<file path="src/rtl/rock_step_sequencer.sv">
// Baby-side stepping sequencer: filters the calm indication, decides Flaag/Alaag/Fhoog
// steps and emits registered, glitch-free pulses with guaranteed high and low times.
module rock_step_sequencer #(
    parameter int SETTLE_CYCLES = 1000,
    parameter int PULSE_LEN     = 2,
    parameter int CALM_SAMPLES  = 3,
    parameter int F_MAX         = 5
) (
    input  logic       FclkDff,
    input  logic       reset,
    input  logic       start,
    input  logic       abort,
    input  logic       calm_in,
    input  logic [3:0] F,
    input  logic       F0,
    input  logic       AF0,
    output logic       Alaag,
    output logic       Fhoog,
    output logic       Flaag,
    output logic       busy,
    output logic       asleep
);
    localparam int SW = $clog2(SETTLE_CYCLES + 1);
    localparam int PW = $clog2(PULSE_LEN + 1);
    localparam int CW = $clog2(CALM_SAMPLES + 1);
    localparam logic [SW-1:0] SETTLE_LOAD = SW'(SETTLE_CYCLES - 1);
    localparam logic [PW-1:0] PULSE_LOAD  = PW'(PULSE_LEN - 1);
    localparam logic [CW-1:0] CALM_FULL   = CW'(CALM_SAMPLES);
    localparam logic [3:0]    F_CEIL      = 4'(F_MAX);

    typedef enum logic [2:0] {
        ST_IDLE   = 3'd0,
        ST_SETTLE = 3'd1,
        ST_EVAL   = 3'd2,
        ST_PULSE  = 3'd3,
        ST_GAP    = 3'd4,
        ST_DONE   = 3'd5
    } state_t;

    typedef enum logic [1:0] {
        TGT_FLAAG = 2'd0,
        TGT_ALAAG = 2'd1,
        TGT_FHOOG = 2'd2
    } tgt_t;

    state_t        state_q, state_d;
    tgt_t          tgt_q, tgt_d;
    logic [SW-1:0] settle_cnt_q, settle_cnt_d;
    logic [PW-1:0] pulse_cnt_q, pulse_cnt_d;
    logic [CW-1:0] calm_cnt_q, calm_cnt_d;
    logic          abort_pend_q, abort_pend_d;
    logic          alaag_q, alaag_d;
    logic          fhoog_q, fhoog_d;
    logic          flaag_q, flaag_d;
    logic          busy_q, busy_d;
    logic          asleep_q, asleep_d;
    logic          calm_ok;

    assign calm_ok = (calm_cnt_q == CALM_FULL);

    // Next-state, counter and registered-output computation
    always_comb begin
        state_d      = state_q;
        tgt_d        = tgt_q;
        settle_cnt_d = settle_cnt_q;
        pulse_cnt_d  = pulse_cnt_q;
        abort_pend_d = abort_pend_q;

        if (!calm_in) begin
            calm_cnt_d = '0;
        end else if (calm_cnt_q != CALM_FULL) begin
            calm_cnt_d = calm_cnt_q + CW'(1);
        end else begin
            calm_cnt_d = calm_cnt_q;
        end

        case (state_q)
            ST_IDLE: begin
                if (start && !abort) begin
                    state_d      = ST_SETTLE;
                    settle_cnt_d = SETTLE_LOAD;
                end else begin
                    state_d = ST_IDLE;
                end
            end
            ST_SETTLE: begin
                if (abort) begin
                    state_d = ST_IDLE;
                end else if (settle_cnt_q == '0) begin
                    state_d = ST_EVAL;
                end else begin
                    settle_cnt_d = settle_cnt_q - SW'(1);
                end
            end
            ST_EVAL: begin
                pulse_cnt_d = PULSE_LOAD;
                if (abort) begin
                    state_d = ST_IDLE;
                end else if (calm_ok && !F0) begin
                    state_d = ST_PULSE;
                    tgt_d   = TGT_FLAAG;
                end else if (calm_ok && !AF0) begin
                    state_d = ST_PULSE;
                    tgt_d   = TGT_ALAAG;
                end else if (calm_ok) begin
                    state_d = ST_DONE;
                end else if (F < F_CEIL) begin
                    state_d = ST_PULSE;
                    tgt_d   = TGT_FHOOG;
                end else begin
                    state_d      = ST_SETTLE;
                    settle_cnt_d = SETTLE_LOAD;
                end
            end
            ST_PULSE: begin
                // abort is only remembered here; the pulse and its gap always run out
                abort_pend_d = abort_pend_q | abort;
                if (pulse_cnt_q == '0) begin
                    state_d     = ST_GAP;
                    pulse_cnt_d = PULSE_LOAD;
                end else begin
                    pulse_cnt_d = pulse_cnt_q - PW'(1);
                end
            end
            ST_GAP: begin
                if (pulse_cnt_q == '0) begin
                    abort_pend_d = 1'b0;
                    if (abort_pend_q || abort) begin
                        state_d = ST_IDLE;
                    end else begin
                        state_d      = ST_SETTLE;
                        settle_cnt_d = SETTLE_LOAD;
                    end
                end else begin
                    abort_pend_d = abort_pend_q | abort;
                    pulse_cnt_d  = pulse_cnt_q - PW'(1);
                end
            end
            ST_DONE: begin
                if (abort) begin
                    state_d = ST_IDLE;
                end else if (start) begin
                    state_d      = ST_SETTLE;
                    settle_cnt_d = SETTLE_LOAD;
                end else begin
                    state_d = ST_DONE;
                end
            end
            default: begin
                state_d = ST_IDLE;
            end
        endcase

        flaag_d  = (state_d == ST_PULSE) && (tgt_d == TGT_FLAAG);
        alaag_d  = (state_d == ST_PULSE) && (tgt_d == TGT_ALAAG);
        fhoog_d  = (state_d == ST_PULSE) && (tgt_d == TGT_FHOOG);
        busy_d   = (state_d != ST_IDLE) && (state_d != ST_DONE);
        asleep_d = (state_d == ST_DONE);
    end

    // State and output registers; reset also cuts any pulse in flight
    always_ff @(posedge FclkDff or posedge reset) begin
        if (reset) begin
            state_q      <= ST_IDLE;
            tgt_q        <= TGT_FLAAG;
            settle_cnt_q <= '0;
            pulse_cnt_q  <= '0;
            calm_cnt_q   <= '0;
            abort_pend_q <= 1'b0;
            alaag_q      <= 1'b0;
            fhoog_q      <= 1'b0;
            flaag_q      <= 1'b0;
            busy_q       <= 1'b0;
            asleep_q     <= 1'b0;
        end else begin
            state_q      <= state_d;
            tgt_q        <= tgt_d;
            settle_cnt_q <= settle_cnt_d;
            pulse_cnt_q  <= pulse_cnt_d;
            calm_cnt_q   <= calm_cnt_d;
            abort_pend_q <= abort_pend_d;
            alaag_q      <= alaag_d;
            fhoog_q      <= fhoog_d;
            flaag_q      <= flaag_d;
            busy_q       <= busy_d;
            asleep_q     <= asleep_d;
        end
    end

    assign Alaag  = alaag_q;
    assign Fhoog  = fhoog_q;
    assign Flaag  = flaag_q;
    assign busy   = busy_q;
    assign asleep = asleep_q;

endmodule

</file>
<file path="config.mk">
export PLATFORM = sky130hd
export DESIGN_NAME = rock_step_sequencer
export DESIGN_NICKNAME = d
export VERILOG_FILES = /design/src/rtl/rock_step_sequencer.sv
export SDC_FILE = /design/constraint.sdc
export NUM_CORES = 1
export LEC_CHECK = 0
export CAP_MARGIN = 20
export CORE_UTILIZATION = 53
export DETAILED_ROUTE_END_ITERATION = 8
export PLACE_DENSITY = 0.76
export SYNTH_ARGS = -nofsm -noshare
export SYNTH_HDL_FRONTEND = slang
export SYNTH_SLANG_ARGS = --single-unit
</file>
<file path="constraint.sdc">
create_clock -name FclkDff -period 2.75 [get_ports FclkDff]
set_clock_uncertainty 0.05 [all_clocks]
set_input_delay 0.6875 -clock FclkDff [delete_from_list [all_inputs] [get_ports FclkDff]]
set_output_delay 0.6875 -clock FclkDff [all_outputs]
set_load 0.03 [all_outputs]
</file>
* Word-level counts from Yosys, hierarchy flattened
Cells that the tools add are included.
W data, S select, Z words.
** Word-level totals
- Output and inout port bits :: 5
- Word-level logic and storage cells :: 103
- Register bits :: 25
** Cells by class
- Bitwise operators :: 1
- $lt $le $gt $ge :: 1
- Equality and inequality tests :: 26
- $add $sub $neg :: 3
- Mux-type cells :: 40
- Reductions and logical operators :: 21
** Operators with widths (number)
- $mux W10 :: 12
- $pmux W10 S5 :: 1
- $mux W3 :: 10
- $ne A2 B2 Y1 const B :: 14
- $mux W2 :: 11
- $pmux W3 S6 :: 1
- $reduce_and A13 Y1 :: 1
- $logic_not A10 Y1 :: 1
- $sub A10 B1 Y10 const B :: 1
- $eq A3 B2 Y1 const B :: 3
- $eq A3 B3 Y1 const B :: 3
- $logic_and A1 B1 Y1 :: 7
- $pmux W2 S3 :: 1
- $reduce_bool A3 Y1 :: 2
- $reduce_bool A5 Y1 :: 1
- $eq A2 B2 Y1 const B :: 2
- $logic_not A2 Y1 :: 2
- $lt A4 B3 Y1 const B :: 1
- $eq A3 B1 Y1 const B :: 1
- $logic_not A1 Y1 :: 3
- $logic_not A3 Y1 :: 1
- $mux W1 :: 3
- $ne A3 B3 Y1 const B :: 1
- $add A2 B1 Y2 const B :: 1
- other kinds (8) :: 8

* Logic depth before layout (Yosys ltp)
Gate-level depths: netlist of run 1.
- Depth in word-level cells :: 9
- Gate-level depth with buffers :: 7

* Worst setup path before layout of run 1
OpenSTA, ideal clock, no wires.
- Path type :: flip-flop to flip-flop
- Start :: reg settle_cnt_q[0]
- End :: reg state_q[0]
- Data arrival time :: 1980 ps
- Period minus slack after synthesis :: 2157 ps
- Cell stages (with the launch flop) :: 7
- Path slack :: 593 ps
- Setup time :: 127 ps
- Cells stage by stage :: dfrtp_1 > inv_1 > ha_1 > or4b_1 > or3_4 > o211a_1 > or2_2
** On the way
- Word-level cells in the longest chain between the ends :: 4
** Ends and longest elaborated chain
- start: declaration :: RTL line 48 : logic [SW-1:0] settle_cnt_q, settle_cnt_d;
- start signal: assignment :: RTL line 178 : settle_cnt_q <= settle_cnt_d;
- $logic_not A10 Y1 :: RTL line 89 : end else if (settle_cnt_q == '0) begin
- $mux W3 :: RTL line 89
- $mux W3 :: RTL line 87 : if (abort) begin
- $pmux W3 S6 :: RTL line 77 : case (state_q)
- named net state_d[0] :: RTL line 46 : state_t state_q, state_d;
- end signal: assignment :: RTL line 176 : state_q <= state_d;
- end: declaration :: RTL line 46
The timed path passes the listed nets, and every way through them passes these cells.
A chain may end at the register's enable or synchronous reset.

* Final worst setup path of run 1
- Start :: reg settle_cnt_q[0]
- End :: reg busy_q, in the netlist busy
** On the way
- Word-level cells in the longest chain between the ends :: 6
- Elaborated cells on any way between the ends :: 7
- Classes of those cells :: eq/ne: 1; mux: 3; reduce/logical: 3
** Ends and longest elaborated chain
- $logic_not A10 Y1 (*) :: RTL line 89
- $mux W3 (*) :: RTL line 89
- $mux W3 (*) :: RTL line 87
- $pmux W3 S6 (*) :: RTL line 77
- $ne A3 B3 Y1 / $reduce_bool A3 Y1 (equally long branches) :: RTL line 157 : busy_d = (state_d != ST_IDLE) && (state_d != ST_DONE);
- $logic_and A1 B1 Y1 (*) :: RTL line 157
- named net busy_d :: RTL line 55 : logic busy_q, busy_d;
- end signal: assignment :: RTL line 185 : busy_q <= busy_d;
- end: declaration :: RTL line 55
Mark *: on every way through the listed nets, which the timed path passes. The rest lies on a longest branch.

==> results.md, run 1 <==
* Postcts setup bufs at 0
* Final ANT Viol Nets at 0
* Largest family of logic cells by synthesized area: compound AO/OA/AOI/OAI gates
* Final Hold Viols at 0
* # fillers at 213
* Number of warnings issued by yosys at 0
* Share of layout cells above drive strength 1 at 10.7%
* Number of global-route vias before repair at 1,188
* Post-synthesis sequential area ratio at 42.6%
* Worst hold margin at 462 ps
* Multiplexer share of the synthesized area at 1.36%
* Synth Net Count at 174
* Synthesized flop and latch total at 25
* Worst-path clk slew at 150 ps
* Row count at 18
* N_diodes at 0
* Worst slew pin tran at 587 ps
* Die W at 54.6 µm
* DRC at 0
* Finished Layout Cells at 208
* CTS tree: done
* All-layer global routing usage at 24.2%
* Vias per cell at 6.14
* Synth cell types at 46
* Setup CP Type: reg2reg
* Final setup violation count at 0
* Largest net degree at the start of global routing at 20
* Most used DFF post-synth: dfrtp_1
* DR WL/cell at 15.4 µm
* Cell count after synthesis at 158
* RSZ-0062 raised after global routing: false
* Core Util, Final at 67.3%
* Crit. Startpoint: settle_cnt_q[0]
* Overflow after GRT at 0
* Cts repair resizes at 0
* Slew HR at 60.4%
* Max Transition Viols Final at 0
* Asr flop ratio synth at 100%
* Startpoint Class: flop
* Max stage delay on crit path at 530 ps
* DP HPWL at 2360 µm
* Placed insts at 204
* Max Fclk at 429 MHz
* Clk sinks at 25
* Most frequent cells in the layout: dfrtp_1, clkdlybuf4s50_1, nor2_1, o21ai_0, inv_1
* Syn_area_per_cell at 9.29 µm²
* Post-Synth XOR/XNOR Area at 0.597%
* Cell Area, Synth at 1470 µm²
* Core Footprint at 2540 µm²
* Max_cap viols at 0
* Initial antenna violation count at 0
* # nets final at 195
* Final Cycle Share at 84.7%
* Skew-Pair Late Insertion Delay at 320 ps
* Die Y at 54.6 µm
* CTS Root Cell: clkbuf_4
* Outcome: complete, no violations
* Synth Area in Compound Gates at 25.0%
* P_leak at 0.742 nW
* Tmin final at 2330 ps
* Pre-antenna DRT Iters at 4
* Hold WC Path Type: reg2reg
* Post-synth EDFFs at 0
* Iter 0 DRT Violations at 37
* Commonest non-fill, non-tap cell in the layout: dfrtp_1
* Crit path arrival time at 2540 ps
* Initial Util at 57.7%
* Fin Setup TNS at 0 ps
* CP Cell Sequence: inv_1, ha_1, or4b_1, or3_4, o211a_1, o21a_1, o21bai_1
* DIE AREA at 2980 µm²
* CTS Buf Count at 3
* Worst Path Required at 2960 ps
* Max VDD drop at 0.367 mV
* R2r startpoint: settle_cnt_q[0]
* Layout area overhead at 16.6%
* Power density cells at 449 nW/µm²
* CP max-delay cell: or4b_1
* Post-CTS Hold Buffers at 0
* Placed Area at 1680 µm²
* CP max FO at 5
* Hold Path Origin: settle_cnt_q[9]
* Cell area after layout at 1710 µm²
* Port Buffers at 15
* Post-Synth Simple-Gate Area at 22.3%
* H-tree Lvls at 1
* Crit. End Element: flop
* CTS max path bufs at 2
* Final wirelength at 3190 µm
* First-pass GRT wire length at 5120 µm
* Adder-Cell Fraction of Synth Area at 4.26%
* RD Place Congestion at 0.907
* Via count at 1,277
* IO Count at 16
==> logic make-up after synthesis <==
| family | count (synthesis) |
|---|---|
| AOI/OAI and AO/OA | 52 |
| buffers and inverters | 15 |
| muxes | 2 |
| DFF | 25 |
| adders and majority gates | 5 |
| xor gates and xnor gates | 1 |
| and+or+nand+nor | 58 |
==> critical path, delay by kind of cell (launching register included) <==
family | cells | cell delay (ps)
compound gates | 3 | 590
buf+inv | 1 | 130
simple gates | 2 | 930
flops | 1 | 420
fa+ha+maj | 1 | 160
==> stage by stage <==
step | setup slack (ps) | total power [mW]
6_report | 420 | 0.769
3_3_place_gp | 330 | 0.592
3_5_place_dp | 250 | 0.601
2_1_floorplan | 593 | 0.544
4_1_cts | 416 | 0.772
5_1_grt | 211 | 0.814
==> routing by layer <==
metal	vias up	GRT usage [%]	wire length (µm)
met5	-	0	0
met4	0	5.98	12
met2	34	39.4	1530
met3	2	3.89	139
li1	631	-	-
met1	610	33.2	1510
==> path summary, 6_finish.rpt <==
path                                   end  slack, ps  depth (start not counted)
min reg2reg                settle_cnt_q[9]        460                          1
min                        settle_cnt_q[9]        460                          1
min in group asynchronous  settle_cnt_q[6]        510                          2
max                                   busy        420                          7
max reg2reg                           busy        420                          7
max in group asynchronous   pulse_cnt_q[1]       1610                          3
==> area by class of cell <==
cell class	instances	area, µm²	share of cell area [%]
multi-input cells	118	786	45.9
flip-flops and latches	25	626	36.5
repair buffers	21	195	11.4
inverters	10	37.5	2.19
well taps	30	37.5	2.19
clock buffers	3	22.5	1.32
clock inverters	1	7.51	0.439
==> cells in the mapped netlist, drive strengths merged, types with 3 or more instances <==
cell type | n | area share, %
a21o | 3 | 1.5
a21oi | 6 | 2.0
a22oi | 4 | 2.0
a31oi | 4 | 1.7
and3 | 3 | 1.3
clkbuf | 5 | 1.3
dfrtp | 25 | 43
ha | 5 | 4.3
inv | 10 | 2.6
nand2 | 8 | 2.0
nand2b | 3 | 1.3
nand3 | 4 | 1.4
nor2 | 12 | 3.1
nor2b | 4 | 1.7
nor3 | 8 | 2.7
nor4 | 3 | 1.7
o21ai | 11 | 3.8
o21bai | 3 | 1.5
o31ai | 3 | 1.5
==> where the power goes <==
part / total [mW] / switching [mW] / internal [mW] / leakage (nW)
registers: 0.430 / 0.0310 / 0.399 / 0.302
logic: 0.170 / 0.0928 / 0.0769 / 0.426
clock network: 0.170 / 0.114 / 0.0555 / 0.0139
==> flip-flops by register name (all words and copies together) (netlist names) <==
register / cells
settle_cnt_q: 10
state_q: 3
calm_cnt_q: 2
pulse_cnt_q: 2
tgt_q: 2
Alaag: 1
Fhoog: 1
Flaag: 1
abort_pend_q: 1
asleep: 1
busy: 1
Power figures use the tool's default switching activity.
==> run 2, diff against run 1 <==
--- a/config.mk
+++ b/config.mk
@@ -6,9 +6,9 @@
 export NUM_CORES = 1
 export LEC_CHECK = 0
 export CAP_MARGIN = 20
-export CORE_UTILIZATION = 53
+export CORE_UTILIZATION = 50
 export DETAILED_ROUTE_END_ITERATION = 8
-export PLACE_DENSITY = 0.76
+export PLACE_DENSITY = 0.75
 export SYNTH_ARGS = -nofsm -noshare
 export SYNTH_HDL_FRONTEND = slang
 export SYNTH_SLANG_ARGS = --single-unit
==> constraint.sdc (replaced) <==
create_clock -name FclkDff -period 2 [get_ports FclkDff]
set_clock_uncertainty 0.05 [all_clocks]
set_input_delay 0.5 -clock FclkDff [delete_from_list [all_inputs] [get_ports FclkDff]]
set_output_delay 0.5 -clock FclkDff [all_outputs]
set_load 0.03 [all_outputs]
==> run 2 against run 1 <==
Effect of this change: the run now ends with setup timing left; sequential cell count is the same; sequential share of layout area shrank 6.7 points; setup slack lost 620 ps; die area grew 5.8%; wire length grew 26%; largest cell class unchanged; largest power group unchanged; highest routed layer unchanged.
==> results.md, run 2 (synthesis results as in run 1) <==
* Outcome: complete, but fails checks
* Failing checks: setup timing
* Hold Path Origin: settle_cnt_q[9]
* Final setup violation count at 8 (+8)
* P_leak at 0.935 nW (+26%)
* Pre-CTS setup slack at -304 ps (-554 ps)
* Sw Share at 31.0% (+0.056 points)
* IO Count at 16 (unchanged)
* Total power at 1.21 mW (+57%)
* DP HPWL at 2750 µm (+16%)
* Initial antenna violation count at 0 (unchanged)
* First-pass GRT wire length at 6440 µm (+26%)
* Cell area after layout at 2100 µm² (+22%)
* # nets final at 233 (+19%)
* Net Sw Power at 374 µW (+57%)
* Int Pwr at 833 µW (+57%)
* CP max FO at 5 (unchanged)
* Share of layout cells above drive strength 1 at 33.3% (+23 points)
* Vias per cell at 5.90 (-3.9%)
* Iter 0 DRT Violations at 90 (+140%)
* Crit path arrival time at 2400 ps (-140 ps)
* All-layer global routing usage at 25.9% (+1.7 points)
* Final ANT Viol Nets at 0 (unchanged)
* DR WL/cell at 16.3 µm (+6.3%)
* Max Transition Viols Final at 0 (unchanged)
* Max VDD drop at 0.459 mV (+25%)
* Startpoint Class: flop
* Max_cap viols at 0 (unchanged)
* Finished Layout Cells at 247 (+19%)
* N_diodes at 0 (unchanged)
* Placed insts at 231 (+13%)
* Commonest non-fill, non-tap cell in the layout: buf_4
* Final Cycle Share at 110% (+25 points)
* Clk sinks at 25 (unchanged)
* Largest net degree at the start of global routing at 26 (+30%)
* Biggest regs: settle_cnt_q: 10 flops, state_q: 3 flops
* Clock network power share at 19.6% (-2.5 points)
* Final wirelength at 4030 µm (+26%)
* Most frequent cells in the layout: buf_4, dfrtp_1, clkdlybuf4s50_1, nor2_1
* Max reg flops at 10 (unchanged)
* Overflow after GRT at 0 (unchanged)
* Port Buffers at 15 (unchanged)
* Power density cells at 576 nW/µm² (+28%)
* Die Y at 56.2 µm (+2.9%)
* Skew-Pair Late Insertion Delay at 330 ps (about the same)
* Crit. End Element: flop
* Tmin final at 2200 ps (-126 ps)
* Die W at 56.2 µm (+2.9%)
* CTS Buf Count at 3 (unchanged)
* DRC at 0 (unchanged)
* Hold WC Path Type: reg2reg
* Crit. Startpoint: settle_cnt_q[0]
* RD Place Congestion at 0.904 (-0.35%)
* CTS tree: done
* Core Util, Final at 76.0% (+8.7 points)
* Worst slew pin tran at 563 ps (-23.4 ps)
* Combinational power share at 32.9% (+11 points)
* R2r startpoint: settle_cnt_q[0]
* Share of power burned in registers at 47.5% (-8.4 points)
* Number of global-route vias before repair at 1,460 (+23%)
* Max Fclk at 454 MHz (+5.7%)
* Worst setup margin at -204 ps (-624 ps)
* Worst-path clk slew at 140 ps (about the same)
* CTS Root Cell: clkbuf_4
* Worst hold margin at 451 ps (-11.0 ps)
* Via count at 1,457 (+14%)
* Most flop-heavy register: settle_cnt_q
* Worst Path Required at 2190 ps (-770 ps)
* Pre-antenna DRT Iters at 4 (unchanged)
* Layout area overhead at 42.8%
* CTS max path bufs at 2 (unchanged)
* Slew HR at 62.2% (+1.8 points)
* Initial Util at 53.2% (-4.4 points)
* Fin Setup TNS at -1050 ps (-1050 ps)
* Row count at 19 (+1)
* Final Hold Viols at 0 (unchanged)
* Setup CP Type: reg2reg
* Placed Area at 1890 µm² (+12%)
* DIE AREA at 3160 µm² (+5.8%)
* RSZ-0062 raised after global routing: true
* Core Footprint at 2760 µm² (+8.4%)
* Post-CTS Hold Buffers at 0 (unchanged)
* H-tree Lvls at 1 (unchanged)
## run 2: cell types whose count changed in the layout (fill, tap and decap cells not counted), moves of 3 or more
| cell | change |
|---|---|
| buf_4 | +36 |
| o21ai_0 | -5 |
| o21ai_1 | +4 |
| ha_1 | -3 |
## run 2: what timing repair did
item | in CTS | in global routing
setup endpoints to repair | 7 | 14
resized for setup | 7 | 16
pin swaps | 4 | 6
hold endpoints to repair | 0 | 0
buffers inserted | 3 | 9
## run 2: power by group through the flow
stage          sequential [mW]  combinational (mW)  clock [mW]
2_1_floorplan            0.595               0.157           0
3_3_place_gp             0.582               0.318           0
3_5_place_dp             0.585               0.333           0
4_1_cts                  0.575               0.364       0.246
5_1_grt                  0.579               0.431       0.262
6_report                 0.574               0.397       0.236
## run 2: worst max-delay path, stage by stage, from the launching register on
cell	delay [ps]
dfrtp_1	410
inv_2	90
ha_4	130
or4b_4	500
or3_4	350
o211a_1	260
o21a_1	190
buf_4	130
## run 2: layout make-up
| type | count | area (µm²) |
|---|---|---|
| Clock buffer | 3 | 22.5 |
| Clock inverter | 1 | 7.51 |
| Tap cell | 31 | 38.8 |
| Fill cell | 195 | 662 |
| Sequential cell | 25 | 626 |
| Inverter | 10 | 37.5 |
| Timing Repair Buffer | 59 | 490 |
| Multi-Input combinational cell | 118 | 873 |
## run 2: worst paths after layout
kind                              endpoint  slack (ps)  cells past startpoint
max                                 asleep        -200                      7
min                        settle_cnt_q[9]         450                      1
max reg2reg                         asleep        -200                      7
min reg2reg                settle_cnt_q[9]         450                      1
max in group asynchronous  settle_cnt_q[1]        1160                      3
min in group asynchronous  settle_cnt_q[4]         480                      3
## run 2: routing by layer
metal  track usage [%]  share of wire [%]
met1              36.1                 46
met5                 0                  0
met2              43.0                 49
met4              6.27                1.4
met3              3.26                3.6
==> run 3, diff against run 2 <==
--- a/config.mk
+++ b/config.mk
@@ -7,8 +7,9 @@
 export LEC_CHECK = 0
 export CAP_MARGIN = 20
 export CORE_UTILIZATION = 50
+export CTS_BUF_LIST = sky130_fd_sc_hd__clkbuf_4 sky130_fd_sc_hd__clkbuf_8 sky130_fd_sc_hd__clkbuf_16
 export DETAILED_ROUTE_END_ITERATION = 8
-export PLACE_DENSITY = 0.75
+export PLACE_DENSITY = 0.76
 export SYNTH_ARGS = -nofsm -noshare
 export SYNTH_HDL_FRONTEND = slang
 export SYNTH_SLANG_ARGS = --single-unit
==> run 3 against run 2 <==
Effect of this change: the flow still finishes with violations (setup timing); hold slack better by 17 ps; clock power is 9.3% higher; final cell count is 2.4% lower; wire length is 6.1% higher; critical path type unchanged; largest cell class unchanged.
==> results.md, run 3 (synthesis results as in run 1) <==
* Outcome: complete, but fails checks
* Failing checks: setup timing
* Number of global-route vias before repair at 1,419 (-2.8%)
* IO Count at 16 (unchanged)
* DRC at 0 (unchanged)
* DP HPWL at 2680 µm (-2.5%)
* Pre-antenna DRT Iters at 4 (unchanged)
* H-tree Lvls at 1 (unchanged)
* Power density cells at 590 nW/µm² (+2.4%)
* # fillers at 172 (-12%)
* Combinational power share at 33.2% (+0.3 points)
* Final wirelength at 4280 µm (+6.1%)
* RD Place Congestion at 0.846 (-6.4%)
* Crit path arrival time at 2430 ps (+30 ps)
* Vias per cell at 6.22 (+5.4%)
* Final setup violation count at 12 (+4)
* Final Cycle Share at 112% (+1.9 points)
* Hold WC Path Type: in2async
* Iter 0 DRT Violations at 77 (-14%)
* Worst-path clk slew at 150 ps (about the same)
* Cell area after layout at 2120 µm² (+1.0%)
* # nets final at 227 (-2.6%)
* Largest net degree at the start of global routing at 26 (unchanged)
* Worst setup margin at -242 ps (-38.4 ps)
* Initial Util at 53.2% (unchanged)
* Worst slew pin tran at 603 ps (+39.5 ps)
* Final Hold Viols at 0 (unchanged)
* Sw Share at 32.7% (+1.7 points)
* Core Footprint at 2760 µm² (unchanged)
* Final ANT Viol Nets at 0 (unchanged)
* CTS tree: done
* Row count at 19 (unchanged)
* Max reg flops at 10 (unchanged)
* Int Pwr at 841 µW (+0.93%)
* RSZ-0062 raised after global routing: true
* Placed insts at 229 (-0.87%)
* Startpoint Class: flop
* Initial antenna violation count at 0 (unchanged)
* Max VDD drop at 0.699 mV (+52%)
* Crit. End Element: flop
* CP Cell Sequence: inv_2, ha_4, or4b_4, or3_4, o211a_4, buf_4, or2_4
* Most frequent cells in the layout: buf_4, dfrtp_1, clkdlybuf4s50_1, nor2_1
* Max Fclk at 446 MHz (-1.7%)
* CTS Root Cell: clkbuf_4
* Worst Path Required at 2190 ps (about the same)
* CP max FO at 3 (-2)
* CTS Buf Count at 3 (unchanged)
* Tmin final at 2240 ps (+38.4 ps)
* Slew HR at 59.5% (-2.7 points)
* Placed Area at 1870 µm² (-0.80%)
* Clock network power share at 20.6% (+1.0 points)
* Max_cap viols at 0 (unchanged)
* Overflow after GRT at 0 (unchanged)
* Clk sinks at 25 (unchanged)
* Most flop-heavy register: settle_cnt_q
* Die W at 56.2 µm (unchanged)
* Biggest regs: settle_cnt_q: 10 flops, state_q: 3 flops
* All-layer global routing usage at 26.0% (+0.073 points)
* P_leak at 0.918 nW (-1.8%)
* Skew-Pair Late Insertion Delay at 340 ps (about the same)
* DR WL/cell at 17.7 µm (+8.8%)
* Share of layout cells above drive strength 1 at 35.2% (+1.9 points)
* Max stage delay on crit path at 480 ps (-20 ps)
* Share of power burned in registers at 46.2% (-1.3 points)
* Die Y at 56.2 µm (unchanged)
* Commonest non-fill, non-tap cell in the layout: buf_4
* N_diodes at 0 (unchanged)
* First-pass GRT wire length at 6370 µm (-1.2%)
* CP max-delay cell: or4b_4
* Layout area overhead at 44.2%
* Via count at 1,499 (+2.9%)
* Finished Layout Cells at 241 (-2.4%)
* Port Buffers at 15 (unchanged)
* Max Transition Viols Final at 0 (unchanged)
* DIE AREA at 3160 µm² (unchanged)
* Setup CP Type: reg2reg
* CTS max path bufs at 2 (unchanged)
* Net Sw Power at 408 µW (+8.9%)
-- run 3: worst paths after layout --
check	from	endpoint	slack [ps]	cells after the start
setup reg to reg	settle_cnt_q[1]	state_q[0]	-240	7
max in group asynchronous	reset	pulse_cnt_q[0]	1170	3
min in group FclkDff	settle_cnt_q[3]	settle_cnt_q[3]	500	1
setup / recovery	settle_cnt_q[1]	state_q[0]	-240	7
hold / removal	reset	settle_cnt_q[2]	470	3
hold reg to reg	settle_cnt_q[3]	settle_cnt_q[3]	500	1
-- run 3: worst max-delay path, delay by kind of cell (launching register included) --
| kind | cells | cell delay (ps) |
|---|---|---|
| flops | 1 | 440 |
| compound gates | 1 | 250 |
| fa+ha+maj | 1 | 120 |
| simple gates | 3 | 1060 |
| buf+inv | 2 | 230 |
-- run 3: final cells by class --
class	instances	area (µm²)	share of cell area, %
Multi-Input combinational cell	118	932	44.0
Timing Repair Buffer	53	450	21.3
Clock inverter	1	8.76	0.414
Inverter	10	37.5	1.77
Clock buffer	3	22.5	1.06
Sequential cell	25	627	29.6
Tap cell	31	38.8	1.83
-- run 3: routing by layer --
layer	track usage [%]	wire length, µm
met5	0	0
met4	10.8	120
met3	3.95	220
met2	42.5	2100
met1	34.3	1840
-- run 3: power by group through the flow --
stage / sequential (mW) / clock (mW) / combinational (mW)
after floorplan: 0.595 / 0 / 0.157
after global placement: 0.582 / 0 / 0.312
after detailed placement: 0.584 / 0 / 0.327
after CTS: 0.574 / 0.255 / 0.341
after global routing: 0.580 / 0.278 / 0.450
final: 0.576 / 0.258 / 0.414
-- run 3: what timing repair did --
item	4_1_cts	5_1_grt
hold buffers	0	0
pin swaps	5	10
resized for setup	7	30
setup endpoints to repair	9	15
setup buffers	3	5
-- run 3: stage by stage --
| step | power, mW | setup TNS [ps] | hold slack [ps] | setup slack [ps] | util, % |
|---|---|---|---|---|---|
| CTS | 1.17 | -624 | 473 | -148 | 70.4 |
| finish | 1.25 | -1440 | 468 | -242 | 76.8 |
| global route | 1.31 | -2010 | 480 | -258 | 76.8 |
| detailed placement | 0.911 | -2780 | 453 | -315 | 67.9 |
| floorplan | 0.751 | -170 | 402 | -81.8 | - |
| global placement | 0.893 | -1870 | 431 | -207 | 67.9 |
